===== src/rtl/morse_encoder.sv =====
// Morse keyer: sends one character (A..Z, 0..9) as timed key_out marks paced by tick.
// Optional word-space (code 63) support is enabled by defining MORSE_ENC_WORDGAP_EN.
module morse_encoder #(
  parameter int LGAP_UNITS = 3
) (
  input  logic       CLK,
  input  logic       reset,
  input  logic       tick,
  input  logic       start,
  input  logic [5:0] char_code,
  output logic       key_out,
  output logic       busy,
  output logic       done,
  output logic       err,
  output logic [2:0] state_dbg
);

  typedef enum logic [2:0] {
    IDLE  = 3'd0,
    MARK  = 3'd1,
    SPACE = 3'd2,
`ifdef MORSE_ENC_WORDGAP_EN
    WGAP  = 3'd4,
`endif
    LGAP  = 3'd3
  } state_t;

  typedef struct packed {
    logic       valid;
    logic [2:0] len;
    logic [4:0] pat;
  } lut_t;

  localparam logic [2:0] LGAP_LAST = 3'(LGAP_UNITS - 1);
  localparam logic [2:0] WGAP_LAST = 3'd6;

  // Pattern is returned left-aligned: bit 4 is the first symbol, 1 = dash.
  function automatic lut_t lookup(input logic [5:0] code);
    lut_t       r;
    logic [4:0] raw;
    r.valid = 1'b1;
    r.len   = 3'd0;
    raw     = 5'b00000;
    case (code)
      6'd0:  {r.len, raw} = {3'd2, 5'b00001};
      6'd1:  {r.len, raw} = {3'd4, 5'b01000};
      6'd2:  {r.len, raw} = {3'd4, 5'b01010};
      6'd3:  {r.len, raw} = {3'd3, 5'b00100};
      6'd4:  {r.len, raw} = {3'd1, 5'b00000};
      6'd5:  {r.len, raw} = {3'd4, 5'b00010};
      6'd6:  {r.len, raw} = {3'd3, 5'b00110};
      6'd7:  {r.len, raw} = {3'd4, 5'b00000};
      6'd8:  {r.len, raw} = {3'd2, 5'b00000};
      6'd9:  {r.len, raw} = {3'd4, 5'b00111};
      6'd10: {r.len, raw} = {3'd3, 5'b00101};
      6'd11: {r.len, raw} = {3'd4, 5'b00100};
      6'd12: {r.len, raw} = {3'd2, 5'b00011};
      6'd13: {r.len, raw} = {3'd2, 5'b00010};
      6'd14: {r.len, raw} = {3'd3, 5'b00111};
      6'd15: {r.len, raw} = {3'd4, 5'b00110};
      6'd16: {r.len, raw} = {3'd4, 5'b01101};
      6'd17: {r.len, raw} = {3'd3, 5'b00010};
      6'd18: {r.len, raw} = {3'd3, 5'b00000};
      6'd19: {r.len, raw} = {3'd1, 5'b00001};
      6'd20: {r.len, raw} = {3'd3, 5'b00001};
      6'd21: {r.len, raw} = {3'd4, 5'b00001};
      6'd22: {r.len, raw} = {3'd3, 5'b00011};
      6'd23: {r.len, raw} = {3'd4, 5'b01001};
      6'd24: {r.len, raw} = {3'd4, 5'b01011};
      6'd25: {r.len, raw} = {3'd4, 5'b01100};
      6'd26: {r.len, raw} = {3'd5, 5'b11111};
      6'd27: {r.len, raw} = {3'd5, 5'b01111};
      6'd28: {r.len, raw} = {3'd5, 5'b00111};
      6'd29: {r.len, raw} = {3'd5, 5'b00011};
      6'd30: {r.len, raw} = {3'd5, 5'b00001};
      6'd31: {r.len, raw} = {3'd5, 5'b00000};
      6'd32: {r.len, raw} = {3'd5, 5'b10000};
      6'd33: {r.len, raw} = {3'd5, 5'b11000};
      6'd34: {r.len, raw} = {3'd5, 5'b11100};
      6'd35: {r.len, raw} = {3'd5, 5'b11110};
      default: r.valid = 1'b0;
    endcase
    r.pat = raw << (3'd5 - r.len);
    return r;
  endfunction

  state_t     state_q, state_d;
  logic [2:0] cnt_q, cnt_d;
  logic [4:0] pat_q, pat_d;
  logic [2:0] rem_q, rem_d;
  logic       key_q, key_d;
  logic       busy_q, busy_d;
  logic       done_q, done_d;
  logic       err_q, err_d;
  lut_t       lk;
  logic [2:0] mark_last;

  always_comb begin
    lk        = lookup(char_code);
    mark_last = pat_q[4] ? 3'd2 : 3'd0;
    state_d   = state_q;
    cnt_d     = cnt_q;
    pat_d     = pat_q;
    rem_d     = rem_q;
    key_d     = key_q;
    busy_d    = busy_q;
    done_d    = 1'b0;
    err_d     = 1'b0;
    case (state_q)
      IDLE: begin
        key_d  = 1'b0;
        busy_d = 1'b0;
        // A tick on the accepting edge is deliberately not counted.
        if (start) begin
          if (lk.valid) begin
            state_d = MARK;
            pat_d   = lk.pat;
            rem_d   = lk.len;
            cnt_d   = 3'd0;
            key_d   = 1'b1;
            busy_d  = 1'b1;
`ifdef MORSE_ENC_WORDGAP_EN
          end else if (char_code == 6'd63) begin
            state_d = WGAP;
            cnt_d   = 3'd0;
            busy_d  = 1'b1;
`endif
          end else begin
            err_d = 1'b1;
          end
        end
      end
      MARK: begin
        if (tick) begin
          if (cnt_q == mark_last) begin
            cnt_d   = 3'd0;
            key_d   = 1'b0;
            state_d = (rem_q > 3'd1) ? SPACE : LGAP;
          end else begin
            cnt_d = cnt_q + 3'd1;
          end
        end
      end
      SPACE: begin
        if (tick) begin
          state_d = MARK;
          key_d   = 1'b1;
          pat_d   = pat_q << 1;
          rem_d   = rem_q - 3'd1;
        end
      end
      LGAP: begin
        if (tick) begin
          if (cnt_q == LGAP_LAST) begin
            state_d = IDLE;
            busy_d  = 1'b0;
            done_d  = 1'b1;
            cnt_d   = 3'd0;
            pat_d   = 5'd0;
            rem_d   = 3'd0;
          end else begin
            cnt_d = cnt_q + 3'd1;
          end
        end
      end
`ifdef MORSE_ENC_WORDGAP_EN
      WGAP: begin
        if (tick) begin
          if (cnt_q == WGAP_LAST) begin
            state_d = IDLE;
            busy_d  = 1'b0;
            done_d  = 1'b1;
            cnt_d   = 3'd0;
          end else begin
            cnt_d = cnt_q + 3'd1;
          end
        end
      end
`endif
      default: begin
        state_d = IDLE;
        key_d   = 1'b0;
        busy_d  = 1'b0;
      end
    endcase
  end

  always_ff @(posedge CLK) begin
    if (reset) begin
      state_q <= IDLE;
      cnt_q   <= 3'd0;
      pat_q   <= 5'd0;
      rem_q   <= 3'd0;
      key_q   <= 1'b0;
      busy_q  <= 1'b0;
      done_q  <= 1'b0;
      err_q   <= 1'b0;
    end else begin
      state_q <= state_d;
      cnt_q   <= cnt_d;
      pat_q   <= pat_d;
      rem_q   <= rem_d;
      key_q   <= key_d;
      busy_q  <= busy_d;
      done_q  <= done_d;
      err_q   <= err_d;
    end
  end

  assign key_out   = key_q;
  assign busy      = busy_q;
  assign done      = done_q;
  assign err       = err_q;
  assign state_dbg = state_q;

`ifndef MORSE_ENC_WORDGAP_EN
  logic unused_wgap;
  assign unused_wgap = ^WGAP_LAST;
`endif

endmodule


===== config.mk =====
export PLATFORM = sky130hd
export DESIGN_NAME = morse_encoder
export DESIGN_NICKNAME = d
export VERILOG_FILES = /design/src/rtl/morse_encoder.sv
export SDC_FILE = /design/constraint.sdc
export NUM_CORES = 1
export LEC_CHECK = 0
export CAP_MARGIN = 20
export CORE_UTILIZATION = 51
export CTS_CLUSTER_SIZE = 16
export DETAILED_ROUTE_END_ITERATION = 8
export GPL_TIMING_DRIVEN = 0
export MAX_ROUTING_LAYER = met4
export PLACE_DENSITY = 0.76
export SYNTH_ARGS = -nofsm -noshare
export SYNTH_HDL_FRONTEND = slang
export SYNTH_SLANG_ARGS = --single-unit
export TNS_END_PERCENT = 30

===== constraint.sdc =====
create_clock -name CLK -period 1.9 [get_ports CLK]
set_input_delay 0.19 -clock CLK [delete_from_list [all_inputs] [get_ports CLK]]
set_output_delay 0.19 -clock CLK [all_outputs]
set_load 0.02 [all_outputs]

**Word-level counts from Yosys, hierarchy flattened**

Index checks and enable logic that the tools add are counted.
Widths: inputs -> output; s select.

- Register bits after elaboration: 18
- Bits of input ports: 10
- Output and inout bits: 7
- Logic and storage cells: 130

- $add $sub $neg: 3
- Magnitude comparators: 1
- Equality and inequality tests: 47
- Shift-type cells: 1
- Multiplexer cells: 41
- Bitwise logic cells: 5
- Reduce and logical (&&, ||, !) cells: 24

Operator list:

| operator | count |
|---|---|
| $eq 6x5->1 const B | 16 |
| $pmux 5 s19 | 1 |
| $eq 6x4->1 const B | 8 |
| $mux 3 | 16 |
| $reduce_or 36->1 | 1 |
| $mux 5 | 5 |
| $eq 6x3->1 const B | 4 |
| $eq 6x6->1 const B | 4 |
| $pmux 3 s3 | 2 |
| $pmux 3 s5 | 1 |
| $pmux 5 s3 | 1 |
| $reduce_or 3->1 | 5 |
| $ne 2x2->1 const B | 7 |
| $eq 6x2->1 const B | 2 |
| $pmux 3 s4 | 1 |
| $reduce_or 12->1 | 1 |
| $mux 1 | 11 |
| $reduce_or 10->1 | 1 |
| $eq 3x2->1 const B | 3 |
| $reduce_or 2->1 | 4 |
| $reduce_or 8->1 | 1 |
| $reduce_and 7->1 | 1 |
| $eq 6x1->1 const B | 1 |
| $logic_not 6->1 | 1 |
| 19 further kinds | 24 |

**Depth between registers and ports, before layout**

Gate-level depths: netlist of the first run.

- Depth in word-level cells: 8
- Depth in mapped cells: 8

**Worst setup path before layout of the first run**

No wires, ideal clock.

- Kind: register -> register
- From: register state_q[1], in the netlist state_dbg[1]
- To: register state_q[0], in the netlist state_dbg[0]
- Setup time: 0.128 ns
- Arrival time: 1.801 ns
- Slack: -0.029 ns
- Stages on the path, launching flop included: 9
- Cell sequence: dfxtp_1 inv_1 ha_1 clkbuf_1 nor3_1 nor2_1 a2111oi_2 mux2i_1 nor2_1

- Longest elaborated chain between the ends: 3
- Elaborated cells on any way between the ends: 13
- Classes of those cells: eq/ne: 10; mux: 1; reduce/logical: 2

RTL lines:

| element | RTL line | RTL |
|---|---|---|
| start, declared | 87 | `state_t state_q, state_d;` |
| start signal, assigned | 199 | `state_q <= state_d;` |
| $eq 3x2->1, or another cell as far along | 109 | `case (state_q)` |
| $ne 2x2->1 (no line) | -- |  |
| $reduce_and 7->1 (no line) | -- |  |

Several ways; a longest one is shown, not always the timed one.
A chain may end at the register's enable or synchronous reset.

**Worst setup path in the final report of the first run**

- From: register state_q[0], in the netlist state_dbg[0]
- To: register pat_q[2]

- Longest elaborated chain between the ends: 3
- Elaborated cells on any way between the ends: 11
- Classes of those cells: eq/ne: 7; mux: 1; reduce/logical: 3

RTL lines:

| element | RTL line | RTL |
|---|---|---|
| $eq 3x2->1 or $logic_not 3->1 (tied branches) | 109 |  |
| $ne 2x2->1 (no line) or $reduce_bool 3->1 (tied branches) | -- |  |
| $reduce_and 6->1 (no line) | -- |  |
| end signal, assigned | 201 | `pat_q <= pat_d;` |
| end, declared | 89 | `logic [4:0] pat_q, pat_d;` |

Several ways; a longest one is shown, not always the timed one.

==> flow_summary.json, run 1 <==
{
  "coreArea_sq_um": 2853,
  "worst_slew_pin_slew_ns": 0.6477,
  "synth-seq-area-share_pct": 21.47,
  "drt_first_pass_iters": 6,
  "endpoint_kind": "flip-flop",
  "cp_max_fo": 10,
  "cts_tree": "done",
  "pin_count": 17,
  "path_class": "reg -> reg",
  "synth-async-reset-ratio_pct": 0,
  "finalSetupViolCount": 0,
  "hold_viol_final": 0,
  "yosysUniqueCellTypes": 58,
  "wl_per_cell_microns": 16.33,
  "grt_pass1_vias": 1513,
  "slew_headroom_pct": 56.45,
  "fin_crit_sh_pct": 99.00,
  "drc": 2,
  "synth_nets": 230,
  "instances_no_fill": 260,
  "cp-startpoint": "state_dbg[0]",
  "p_seq_share_pct": 27.2,
  "cp.required_ns": 2.11,
  "die_area_sq_um": 3335,
  "viasPerCell": 6.481,
  "rsz0062_at_grt": "true",
  "holdPathStages": 3,
  "grt_start_max_net_pins": 11,
  "netlist_area_sq_um": 1585,
  "fill_cells": 263,
  "maxSlewViolCount": 0,
  "num_vias": 1685,
  "final.min_clock_period_ns": 1.881,
  "die_x_microns": 57.75,
  "cts_sinks": 17,
  "die_h_microns": 57.75,
  "min_path_type": "in -> reg",
  "status": "finished with violations",
  "switchingPower_mw": 0.9437,
  "hpwl_microns": 3167,
  "grt_use_total_pct": 28.07,
  "swShare_pct": 45.69,
  "r2r_end": "pat_q[2]",
  "htree_levels": 1,
  "postLayoutCellArea_sq_um": 1834,
  "final_antenna_net_count": 0,
  "nNetsFinal": 248,
  "p_int_mw": 1.122,
  "max_freq_ghz": 0.5316,
  "grt_pass1_wl_microns": 7113,
  "start_kind": "flip-flop",
  "placed_area_sq_um": 1725,
  "cts_made_buffers": 3,
  "grt_overflow_total": 0,
  "antenna_found_initial": 0,
  "drive_gt1_share_pct": 17.47,
  "r2r_setup_slack_ns": 0.02,
  "power_frac_comb_pct": 63.2,
  "power.density_nw_per_um2": 1126,
  "n_antenna_cell": 0,
  "initial_utilization_pct": 55.57,
  "clk_latency_ns": 0.30,
  "violations": "design-rule violations",
  "worstReg2RegStart": "state_dbg[0]",
  "syn_inst": 212,
  "final_common_cell": "nor2_1",
  "finalWeightedCongestion": 0.9535,
  "syn2layout_area_growth_pct": 15.71,
  "layout_common_cells": "nor2_1 (27), a21oi_1 (15), dfxtp_1 (14), nand2_1 (13), inv_1 (12)",
  "p_leak_nw": 0.6785,
  "num_rows": 19,
  "r2r_cells": 7,
  "clockPowerShare_pct": 9.6,
  "synth_ff_type": "dfxtp_1",
  "drv_cap": 0,
  "totalWireLength_microns": 4246,
  "cts_root_buffer": "clkbuf_4",
  "synth_seq_cells": 17,
  "skew_ns": 0.001169,
  "ir_drop_mv": 0.9354,
  "drtIter0Drc": 114,
  "hold_start": "char_code[5]",
  "portBuffers": 10,
  "crit_arrival_ns": 2.10,
  "synth_edf_count": 0,
  "dp.cells": 253,
  "clk_pin_slew_ns": 0.10,
  "syn_area_per_cell_sq_um": 7.478,
  "clock_path_buffers": 2,
  "power.total_mw": 2.066,
  "min_to": "err",
  "yosysWarnings": 0
}
-- critical path: stages, from the launching register on --
cell	delay (ns)
dfxtp_2	0.36
ha_1	0.21
buf_4	0.18
or2_4	0.29
nor2_1	0.12
o311a_1	0.27
a22oi_1	0.13
a311oi_2	0.24
-- synthesized netlist by cell type, drive strengths merged, types with 2 or more instances --
master	count	area [sq um]
and2	2	12.52
o211ai	5	37.54
a211o	2	17.52
xor2	2	17.52
o21a	2	15.01
nor3	10	50.05
a22oi	3	22.52
nand3b	2	15.01
a311oi	6	58.80
clkbuf	6	23.77
o31a	2	17.52
nand2b	2	12.51
inv	12	45.04
a21oi	15	75.07
a2111oi	4	41.29
ha	8	100.1
nor2	28	105.1
o2111ai	2	17.52
o21ai	9	45.04
mux2i	3	30.03
nor2b	8	50.05
nand4	3	18.77
o31ai	4	43.79
dfxtp	17	340.3
a31oi	3	18.77
a211oi	4	42.54
buf	15	98.84
nand2	13	48.80
-- cell families (layout without fill, tap and decap cells) --
group	after synthesis	in the layout	synth area share [%]
and+or+nand+nor	76	76	23.28
AOI/OAI and AO/OA	71	71	34.41
buffers and inverters	33	50	10.58
DFF	17	17	21.47
adders and majority gates	8	8	6.314
muxes	4	4	2.605
xor gates and xnor gates	2	2	1.105
other	1	1	0.2366
-- power by group through the flow --
stage | Sequential [mW] | Clock (mW) | Combinational, mW
finish | 0.561 | 0.199 | 1.31
global placement | 0.555 | 0 | 1.12
global route | 0.574 | 0.216 | 1.44
detailed placement | 0.565 | 0 | 1.16
floorplan | 0.584 | 0 | 0.838
CTS | 0.559 | 0.199 | 1.23
-- repair_timing --
action | in CTS | in global routing
setup endpoints to repair | 7 | 9
gates resized for setup | 5 | 10
pin swaps | 1 | 7
hold buffers | 0 | 0
buffers inserted | 3 | 1
gates cloned | 0 | 0
-- layout make-up --
class	count	area [sq um]	area share, %
flip-flops and latches	17	344.1	18.76
well taps	31	38.79	2.115
inverters	12	45.04	2.456
plain buffers	20	121.4	6.617
clock inverters	1	5.005	0.2729
multi-input cells	162	1127	61.46
repair buffers	14	130.1	7.094
clock buffers	3	22.52	1.228
-- registers in the layout, indices dropped and copies added, names as in the netlist --
signal	count
pat_q	5
key_out	1
busy	1
rem_q	3
cnt_q	3
err	1
done	1
state_dbg	2
-- routing by layer --
metal | share of wire, % | wire, microns | track usage [%]
met2 | 43 | 1837 | 39.87
met3 | 8.7 | 368 | 5.134
met1 | 47 | 1983 | 41.83
met5 | 0 | 0 | -
met4 | 1.3 | 57 | 5.102
-- worst max path at each step --
stage	cells after the start	slack, ns	endpoint
floorplan	7	0.005	rem_q[0]
global placement	7	-0.22	rem_q[0]
detailed placement	7	-0.24	rem_q[0]
CTS	7	0.02	pat_q[2]
global route	7	-0.005	state_dbg[0]
finish	7	0.02	pat_q[2]
-- per-stage QoR --
stage / setup TNS (ns) / hold slack, ns / util, % / setup slack, ns
finish: 0 / 0.2436 / 64.30 / 0.01898
global route: -0.005155 / 0.2597 / 64.30 / -0.005155
CTS: 0 / 0.2378 / 62.94 / 0.01653
detailed placement: -0.8511 / 0.4592 / 60.48 / -0.2419
global placement: -0.5952 / 0.4481 / 60.48 / -0.2187
floorplan: 0 / 0.3322 / - / 0.005001
No activity file was read; power rests on OpenSTA's default activity.
==> run 2, diff against run 1 <==
--- a/config.mk
+++ b/config.mk
@@ -6,6 +6,7 @@
 export NUM_CORES = 1
 export LEC_CHECK = 0
 export CAP_MARGIN = 20
+export CORE_MARGIN = 3
 export CORE_UTILIZATION = 51
 export CTS_CLUSTER_SIZE = 16
 export DETAILED_ROUTE_END_ITERATION = 8
==> run 2 against run 1 <==
  * Fmax decreased by 0.11%
  * Flip-flop and latch count unchanged
  * Critical path depth stayed put
  * Design area increased by 0.82%
  * Die area rose by 14%
  * Wire length grew 6.3%
  * Worst setup slack lost 0.0021 ns
  * The flow now finishes without violations
  * Clock skew up 0.0022 ns
  * Non-clock buffer count grew 2
  * Cell count is 0.77% higher
==> flow_summary.json, run 2 (synthesis gave the netlist of run 1 again) <==
{
  "holdPathStages": 3,
  "die_area_sq_um": 3813,
  "hold_buffers": 0,
  "final_common_cell": "nor2_1",
  "fill_cells": 243,
  "antenna_found_initial": 0,
  "layout_common_cells": "nor2_1 (27), a21oi_1 (15), dfxtp_1 (14), nand2_1 (13), inv_1 (12)",
  "portBuffers": 10,
  "crit_arrival_ns": 2.08,
  "cts_made_buffers": 3,
  "nNetsFinal": 250,
  "coreArea_sq_um": 2853,
  "power.density_nw_per_um2": 1161,
  "initial_utilization_pct": 55.57,
  "cp-startpoint": "state_dbg[1]",
  "drt_first_pass_iters": 5,
  "cts_tree": "done",
  "clock_path_buffers": 2,
  "crit_slowest_cell": "a2111oi_2",
  "r2r_cells": 7,
  "critPathMaxStageDelay_ns": 0.43,
  "clk_pin_slew_ns": 0.10,
  "final_antenna_net_count": 0,
  "htree_levels": 1,
  "top_regs": "pat_q (5), cnt_q (3), rem_q (3)",
  "pin_count": 17,
  "post-place-ws_ns": -0.2024,
  "ir_drop_mv": 0.9458,
  "drc": 0,
  "grt_start_max_net_pins": 11,
  "rsz0062_at_grt": "true",
  "r2r_setup_slack_ns": 0.02,
  "hpwl_microns": 3141,
  "die_x_microns": 61.75,
  "top_register": "pat_q",
  "finalWeightedCongestion": 0.9381,
  "cts_root_buffer": "clkbuf_4",
  "worst_slew_pin_slew_ns": 0.6605,
  "maxSlewViolCount": 0,
  "wl_per_cell_microns": 17.22,
  "crit_top_cell": "nor2_1",
  "num_rows": 19,
  "path_class": "reg -> reg",
  "die_h_microns": 61.75,
  "status": "finished clean",
  "cp.required_ns": 2.09,
  "drtIter0Drc": 136,
  "worst_hold_slack_ns": 0.2105,
  "r2r_end": "state_dbg[0]",
  "start_kind": "flip-flop",
  "crit_family": "compound AO/OA/AOI/OAI gates",
  "placed_area_sq_um": 1725,
  "viasPerCell": 6.565,
  "hold_start": "char_code[5]",
  "grt_overflow_total": 0,
  "n_antenna_cell": 0,
  "instances_no_fill": 262,
  "max_freq_ghz": 0.5310,
  "finalSetupViolCount": 0,
  "cp_max_fo": 9,
  "worstPathCellList": "inv_1, ha_2, nor3_2, nor2_1, a2111oi_2, mux2i_1, nor2_1",
  "largest_register_ffs": 5,
  "path_depth": 7,
  "fin_crit_sh_pct": 99.11,
  "drive_gt1_share_pct": 19.05,
  "dp.cells": 253,
  "postLayoutCellArea_sq_um": 1849,
  "skew_ns": 0.003351,
  "hold_viol_final": 0,
  "clk_latency_ns": 0.31,
  "min_to": "err",
  "slew_headroom_pct": 55.59,
  "grt_pass1_vias": 1494,
  "totalWireLength_microns": 4512,
  "final.min_clock_period_ns": 1.883,
  "post-route-util_pct": 64.82,
  "grt_use_total_pct": 25.34,
  "num_vias": 1720,
  "grt_pass1_wl_microns": 7079,
  "min_path_type": "in -> reg",
  "p_leak_nw": 0.6855,
  "fin_ws_ns": 0.01685,
  "drv_cap": 0,
  "syn2layout_area_growth_pct": 16.65,
  "endpoint_kind": "flip-flop",
  "worstReg2RegStart": "state_dbg[1]",
  "cts_sinks": 17,
  "cp_num_buf_inv": 1
}
[run 2: cell count changes in the layout (fill, tap and decap cells not counted), sizes merged]
| cell | delta |
|---|---|
| buf | +2 |
[run 2: through the flow]
step	TNS, ns	total power, mW
5_1_grt	-0.2468	2.310
3_5_place_dp	-0.6878	1.708
4_1_cts	-0.01567	1.947
3_3_place_gp	-0.5914	1.679
2_1_floorplan	0	1.422
6_report	0	2.147
[run 2: worst max-delay path by stage]
stage	to	slack [ns]
floorplan	rem_q[0]	0.005
global placement	rem_q[0]	-0.22
detailed placement	rem_q[0]	-0.20
CTS	rem_q[0]	-0.02
global route	state_dbg[0]	-0.08
finish	state_dbg[0]	0.02
[run 2: timing repair]
action,CTS,global route
pin swaps,0,3
buffers inserted,1,4
gates cloned,0,1
gates resized for setup,3,16
endpoints found under the setup margin,8,13
[run 2: metal layers]
layer	track usage, %	part of all wire [%]	up-vias
li1	-	-	815
met1	36.09	44	804
met2	33.93	44	83
met3	6.198	8.3	18
met4	10.00	3.2	0
met5	-	0	-
[run 2: cell type report]
| class | instances | area, sq um | area share [%] |
|---|---|---|---|
| Inverter | 12 | 45.04 | 2.436 |
| Timing Repair Buffer | 16 | 142.6 | 7.713 |
| Sequential cell | 17 | 346.6 | 18.74 |
| Buffer | 20 | 125.1 | 6.766 |
| Clock inverter | 1 | 5.005 | 0.2706 |
| Multi-Input combinational cell | 162 | 1124 | 60.76 |
| Clock buffer | 3 | 22.52 | 1.218 |
| Tap cell | 31 | 38.79 | 2.097 |
[run 2: worst reg2reg max path: stages (launching register included)]
cell and delay, ns:
dfxtp_2 0.40, inv_1 0.08, ha_2 0.26, nor3_2 0.20, nor2_1 0.07, a2111oi_2 0.43, mux2i_1 0.27, nor2_1 0.06
[run 2: report_power, final]
| group | total, mW | internal (mW) | switching, mW |
|---|---|---|---|
| sequential | 0.568 | 0.476 | 0.0917 |
| combinational | 1.37 | 0.604 | 0.764 |
| clock | 0.211 | 0.0790 | 0.132 |
| total | 2.15 | 1.16 | 0.987 |
